==> config.mk <==
export PLATFORM = sky130hd
export DESIGN_NAME = hlsm_arbiter
export DESIGN_NICKNAME = d
export VERILOG_FILES = /design/src/rtl/hlsm_arbiter.sv
export SDC_FILE = /design/constraint.sdc
export NUM_CORES = 1
export LEC_CHECK = 0
export ABC_AREA = 1
export CORE_MARGIN = 3
export CORE_UTILIZATION = 30
export CTS_BUF_LIST = sky130_fd_sc_hd__clkbuf_4
export DETAILED_ROUTE_END_ITERATION = 8
export PLACE_DENSITY = 0.48
export SYNTH_ARGS = -nofsm -noshare
export SYNTH_HDL_FRONTEND = slang
export SYNTH_SLANG_ARGS = --single-unit
==> constraint.sdc <==
create_clock -name Clk -period 2.4 [get_ports Clk]
set_input_delay 0.48 -clock Clk [delete_from_list [all_inputs] [get_ports Clk]]
set_output_delay 0.48 -clock Clk [all_outputs]
set_load 0.005 [all_outputs]
==> src/rtl/hlsm_arbiter.sv <==
// Round-robin owner of one shared HLSM: grants a requester, pulses Start, waits for Done (or watchdog),
// then Acks. Grant 1 cycle after Req is sampled in IDLE; requesters hold Req until Ack (no other backpressure).
module hlsm_arbiter #(
    parameter int NUM_REQ = 4,
    parameter int LATENCY = 13,
    parameter int TIMEOUT = 64,
    parameter int CNTW    = 16
) (
    input  logic               Clk,
    input  logic               Rst,
    input  logic [NUM_REQ-1:0] Req,
    output logic [NUM_REQ-1:0] Ack,
    output logic [NUM_REQ-1:0] Grant,
    output logic               Start,
    input  logic               Done,
    output logic               Busy,
    output logic               LatErr,
    output logic               TimeoutErr,
    output logic [CNTW-1:0]    JobCount,
    output logic [CNTW-1:0]    LastLatency
);

    localparam int PW = (NUM_REQ > 1) ? $clog2(NUM_REQ) : 1;

    typedef enum logic [1:0] {S_IDLE, S_LAUNCH, S_WAIT, S_ACK} state_t;

    state_t              r_state;
    logic [PW-1:0]       r_ptr;
    logic [PW-1:0]       r_gidx;
    logic [CNTW-1:0]     r_cnt;

    logic                w_any;
    logic [PW-1:0]       w_sel;
    logic [PW-1:0]       w_idx;
    logic [NUM_REQ-1:0]  w_grant;
    int                  w_j;

    // First requester at or above the pointer, wrapping around.
    always_comb begin
        w_any = 1'b0;
        w_sel = '0;
        w_idx = '0;
        w_j   = 0;
        for (int i = 0; i < NUM_REQ; i++) begin
            w_j = int'(r_ptr) + i;
            if (w_j >= NUM_REQ) w_j = w_j - NUM_REQ;
            w_idx = PW'(w_j);
            if (!w_any && Req[w_idx]) begin
                w_any = 1'b1;
                w_sel = w_idx;
            end
        end
    end

    assign w_grant = NUM_REQ'(1) << w_sel;

    always_ff @(posedge Clk or negedge Rst) begin
        if (!Rst) begin
            r_state     <= S_IDLE;
            r_ptr       <= '0;
            r_gidx      <= '0;
            r_cnt       <= '0;
            Ack         <= '0;
            Grant       <= '0;
            Start       <= 1'b0;
            Busy        <= 1'b0;
            LatErr      <= 1'b0;
            TimeoutErr  <= 1'b0;
            JobCount    <= '0;
            LastLatency <= '0;
        end else begin
            Start <= 1'b0;
            Ack   <= '0;
            case (r_state)
                S_IDLE: begin
                    if (Done) LatErr <= 1'b1;
                    if (w_any) begin
                        Grant   <= w_grant;
                        r_gidx  <= w_sel;
                        Start   <= 1'b1;
                        Busy    <= 1'b1;
                        r_cnt   <= '0;
                        r_state <= S_LAUNCH;
                    end
                end
                S_LAUNCH: begin
                    if (Done) LatErr <= 1'b1;
                    r_cnt   <= CNTW'(1);
                    r_state <= S_WAIT;
                end
                S_WAIT: begin
                    // A Done landing exactly on the watchdog limit still counts as a real completion.
                    if (Done) begin
                        LastLatency <= r_cnt;
                        if (r_cnt != CNTW'(LATENCY)) LatErr <= 1'b1;
                        JobCount <= JobCount + 1'b1;
                        Ack      <= Grant;
                        Grant    <= '0;
                        r_state  <= S_ACK;
                    end else if (r_cnt == CNTW'(TIMEOUT)) begin
                        TimeoutErr  <= 1'b1;
                        LastLatency <= r_cnt;
                        JobCount    <= JobCount + 1'b1;
                        Ack         <= Grant;
                        Grant       <= '0;
                        r_state     <= S_ACK;
                    end else begin
                        r_cnt <= r_cnt + 1'b1;
                    end
                end
                S_ACK: begin
                    if (Done) LatErr <= 1'b1;
                    r_ptr   <= (r_gidx == PW'(NUM_REQ - 1)) ? '0 : r_gidx + 1'b1;
                    Busy    <= 1'b0;
                    r_state <= S_IDLE;
                end
                default: r_state <= S_IDLE;
            endcase
        end
    end

endmodule

* After elaboration in Yosys (flattened, before gate mapping)
Cells that the tools add are included.
** Storage, ports and cells
- Input bits :: 7
- Output and inout bits :: 44
- Register bits :: 66
- Logic and storage cells :: 113
** Cells by class
- Add/sub/neg operators :: 10
- Order comparisons :: 8
- Reductions and logical operators :: 20
- Shifts and indexed selects :: 1
- Equal/unequal tests :: 13
- Bitwise gates (word level) :: 1
- Mux-type cells :: 48
** Operator list (count)
- two-way mux 16 bit :: 7
- case mux 16 bit (3 select lines) :: 1
- adder 16 x 1 -> 16 bit, second input constant :: 2
- two-way mux 2 bit :: 12
- two-way mux 4 bit :: 6
- equality test 16 x 7 -> 1 bit, second input constant :: 1
- != test 16 x 4 -> 1 bit, second input constant :: 1
- two-way mux 1 bit :: 14
- < comparator 2 x 3 -> 1 bit, second input constant :: 4
- != test 2 bit, second input constant :: 5
- >= comparator 3 bit, second input constant :: 3
- AND reduction 3 bit :: 3
- binary-select mux 1 bit (select 2 bit) :: 4
- case mux 2 bit (4 select lines) :: 1
- case mux 4 bit (2 select lines) :: 1
- AND reduction 2 bit :: 4
- subtractor 2 x 1 -> 2 bit, second input constant :: 4
- adder 2 x 2 -> 3 bit, second input constant :: 2
- equality test 2 bit, second input constant :: 3
- nonzero test 2 bit :: 3
- case mux 1 bit (2 select lines) :: 2
- AND reduction 4 bit :: 1
- left shift 1 x 2 -> 4 bit, first input constant :: 1
- adder 2 x 1 -> 3 bit, second input constant :: 1
- other kinds (11) :: 15

* Longest topological paths before layout
- Depth in word-level cells :: 17
- Gate-level depth with buffers :: 14
- Gate-level depth less buffers :: 13

* Least setup slack after synthesis
No wires, ideal clock.
- Path type :: register to register
- Start :: reg r_cnt[0]
- End :: reg r_cnt[0]
- Cell stages (with the launch flop) :: 12
- Library setup time :: 0.123 ns
- Path buffers :: 1
- Data arrival time :: 1.504 ns
- Clock period less this slack :: 1.627 ns
- Setup slack :: 0.773 ns
- Data required time :: 2.277 ns
- Cells stage by stage :: dfrtp_1 > inv_1 > ha_1 > nand3_1 > nor3_2 > nand3_2 > nand2_4 > nor2_1 > nand2_4 > buf_6 > nand2_1 > o21ai_2
** On the way
- Longest elaborated chain between the ends :: 4
- Elaborated cells on any way between the ends :: 7
- Classes of those cells :: add/sub (1); eq/ne (2); mux (3); reduce/logical (1)
** Ends and longest elaborated chain
- from (decl) :: line 30 : logic [CNTW-1:0] r_cnt;
- from (signal assigned) :: line 108 : r_cnt <= r_cnt + 1'b1;
- adder 16 x 1 -> 16 bit :: line 108
- two-way mux 16 bit :: line 100 : end else if (r_cnt == CNTW'(TIMEOUT)) begin
- two-way mux 16 bit :: line 93 : if (Done) begin
- case mux 16 bit (3 select lines) :: line 74 : case (r_state)
Several ways; a longest one is shown, not always the timed one. The select of a mux whose other input is x is not followed.
A chain may end at the register's enable or synchronous reset.

* Final worst setup path
- Start :: reg r_cnt[1]
- End :: reg JobCount[5]
** On the way
- Longest elaborated chain between the ends :: 3
** Ends and longest elaborated chain
- equality test 16 x 7 -> 1 bit :: line 100
- nonzero test 2 bit (no source line)
- AND reduction 2 bit (no source line)
- to (signal assigned) :: line 96 : JobCount <= JobCount + 1'b1;
- to (signal assigned) :: line 103 : JobCount <= JobCount + 1'b1;
- to (decl) :: line 19 : output logic [CNTW-1:0] JobCount,
No other way between the ends.

==> flow_metrics.py <==
metrics = {
    "detailed_routing": {
        "route.detailed.drc": 0,
        "wl_um": 8610,
        "initialDrtViolationCount": 301,
        "vias": 3181,
        "post_drt_wl_per_cell_um": 12.2,
        "avgViaCountPerCell": 4.51,
        "drt_first_pass_iters": 4,
        "ant_nets": 0,
    },
    "layout": {
        "drive_gt1_share_pct": 10.1,
        "nFillCells": 1293,
        "final_cell_mix": "nand2_1 (164), dfrtp_1 (66), inv_1 (49), clkdlybuf4s50_1 (49)",
        "fin_nets": 550,
        "syn_to_final_growth_pct": 22.1,
        "fin_util_pct": 37.7,
        "layout_commonest_cell": "nand2_1",
    },
    "setup_path": {
        "path_max_fanout": 10,
        "crit_path_end_kind": "register",
        "worstRegToRegCells": 10,
        "crit_required_ps": 2710,
        "start_kind": "register",
        "worstReg2RegStart": "r_cnt[1]$_DFFE_PN0P_",
        "arrival_ps": 2250,
        "r2r_slack_ps": 470,
        "path_class": "reg -> reg",
        "r2r-end": "JobCount[5]$_DFFE_PN0P_",
    },
    "global_route": {
        "antenna_found_initial": 1,
        "grt_max_degree": 67,
        "grt_pass1_wl_um": 15100,
        "track_usage_pct": 13.3,
        "grt_pass1_vias": 3049,
        "grt-ovfl-total": 0,
    },
    "floorplan": {
        "die_h_um": 117,
        "ios": 51,
        "dieArea_um2": 13800,
        "rows": 40,
        "floorplan.initialDensity_pct": 30.9,
        "core-area_um2": 12100,
        "die_w_um": 117,
    },
    "power": {
        "p_leak_uw": 0.00205,
        "pwr-share-clk_pct": 18.6,
        "fin_total_pwr_uw": 3960,
        "combPwrFrac_pct": 44.2,
        "internal_power_uw": 2250,
        "p_sw_share_pct": 43.1,
        "ir_drop_mv": 0.329,
        "power_switching_uw": 1710,
        "power_frac_seq_pct": 37.2,
        "p_per_area_nw_per_um2": 871,
    },
    "sta": {
        "slew_violations": 0,
        "tns_ps": 0,
        "fmax_ghz": 0.517,
        "finClkSkew_ps": 20.2,
        "finalCritPeriodShare_pct": 80.6,
        "rsz0062_at_grt": "no",
        "tightest_slew_ps": 599,
        "period_needed_ps": 1930,
        "setup-violations-final": 0,
        "finalHoldViolations": 0,
        "relSlewSlack_pct": 60.1,
    },
    "cts": {
        "insertion_delay_ps": 420,
        "cts.path.max_buffers": 2,
        "cts_hold_buffers": 0,
        "cts_setup_buffers": 0,
        "clk_pin_slew_ps": 110,
        "numCtsBuffers": 9,
        "cts_tree": "yes",
        "cts_max_level": 3,
        "cts.sinks": 66,
        "root_buffer": "clkbuf_4",
        "cts-resized-gates": 0,
    },
    "flow_run": {
        "cap_violations": 0,
    },
    "yosys": {
        "avgSynthCellArea_um2": 7.80,
        "yosysSeqAreaShare_pct": 44.3,
        "synth_cell_type_count": 33,
        "ys_seq_elements": 66,
        "syn-cell-area_um2": 3730,
        "syn-instance-count": 478,
        "synth_warnings": 0,
        "syn_nets": 496,
    },
    "placement": {
        "dpl.hpwl_um": 6260,
        "port_buffers": 50,
        "gp_congestion": 0.846,
    },
    "outcome": {
        "outcome": "finished, final reports clean",
    },
    "min_path": {
        "hold_path_class": "in -> async",
    },
}
[power groups by stage]
stage,Clock (uW),Combinational [uW],Sequential [uW]
after floorplan,0,1260,1460
after detailed placement,0,1770,1500
final,736,1750,1470
after CTS,770,1780,1480
after global placement,0,1770,1490
after global routing,816,2000,1500
[flip-flops by register name, indices dropped and copies added, names as in the netlist]
| name | count |
|---|---|
| r_ptr | 2 |
| Start | 1 |
| r_state | 2 |
| r_gidx | 2 |
| Grant | 4 |
| LatErr | 1 |
| TimeoutErr | 1 |
| Busy | 1 |
| JobCount | 16 |
| LastLatency | 16 |
| Ack | 4 |
| r_cnt | 16 |
[worst max-delay path by stage]
stage / start / end / slack, ps / cells past startpoint
6_report: r_cnt[1]$_DFFE_PN0P_ / JobCount[5]$_DFFE_PN0P_ / 470 / 10
5_1_grt: r_cnt[1]$_DFFE_PN0P_ / LastLatency[0]$_DFFE_PN0P_ / 260 / 9
4_1_cts: JobCount[0]$_DFFE_PN0P_ / JobCount[0] / 420 / 1
3_5_place_dp: Req[3] / r_cnt[9]$_DFFE_PN0P_ / 260 / 11
3_3_place_gp: Req[1] / r_cnt[10]$_DFFE_PN0P_ / 310 / 10
2_1_floorplan: r_cnt[0]$_DFFE_PN0P_ / r_cnt[0]$_DFFE_PN0P_ / 770 / 11
[worst max-delay path, cell delays in order, from the launching register on]
cell	delay (ps)
dfrtp_1	440
inv_1	150
ha_1	160
nand3_1	90
nor3_2	190
nand3_2	130
nand2_4	150
buf_4	190
nand2_1	100
o21ai_0	160
nand2_1	60
[per-stage QoR]
stage	setup WS [ps]	instances	hold WS, ps	instance area [um^2]
final	466	706	60.7	4550
after global routing	255	706	69.1	4550
after CTS	422	705	63.0	4550
after detailed placement	264	689	463	4410
after global placement	314	689	467	4410
after floorplan	773	478	184	3730
[cell usage after synthesis, drive strengths merged]
cell type | count | area share (%)
a22oi | 1 | 0.20
nand3 | 23 | 3.2
nor4 | 1 | 0.17
and2 | 1 | 0.17
nand3b | 1 | 0.20
ha | 11 | 3.7
or2 | 3 | 0.50
xor2 | 8 | 1.9
xnor2 | 7 | 1.6
nor3 | 15 | 2.1
buf | 9 | 2.0
a21oi | 2 | 0.27
dfrtp | 66 | 44
clkbuf | 4 | 0.40
inv | 53 | 5.5
nor2 | 29 | 3.1
a31oi | 2 | 0.34
nand2 | 171 | 18
o21bai | 1 | 0.20
o21ai | 49 | 8.1
nand4 | 21 | 3.9
[per-layer routing]
| metal | vias to the layer above | track usage (%) | share of wire [%] |
|---|---|---|---|
| met5 | - | 0 | 0 |
| met4 | 0 | 5.06 | 1.4 |
| met3 | 8 | 3.18 | 4.0 |
| met2 | 56 | 19.8 | 44 |
| met1 | 1473 | 18.7 | 51 |
| li1 | 1644 | - | - |
[final cells by class]
type / count / area [um^2] / share of cell area (%)
Antenna cell: 1 / 2.50 / 0.0550
Clock buffer: 10 / 75.1 / 1.65
Clock inverter: 6 / 57.6 / 1.27
Inverter: 53 / 206 / 4.54
Multi-Input combinational cell: 346 / 1780 / 39.1
Sequential cell: 66 / 1650 / 36.3
Tap cell: 168 / 210 / 4.62
Timing Repair Buffer: 56 / 566 / 12.4
[cells by family after synthesis]
| logic type | count (synthesis) | share of synthesized area [%] |
|---|---|---|
| adder cells (fa/ha/maj) | 11 | 3.69 |
| AO/OA/AOI/OAI | 55 | 9.10 |
| flip-flops | 66 | 44.3 |
| AND/OR/NAND/NOR | 265 | 31.4 |
| XOR/XNOR | 15 | 3.53 |
| buffers and inverters | 66 | 7.92 |
Power figures use the tool's default switching activity.
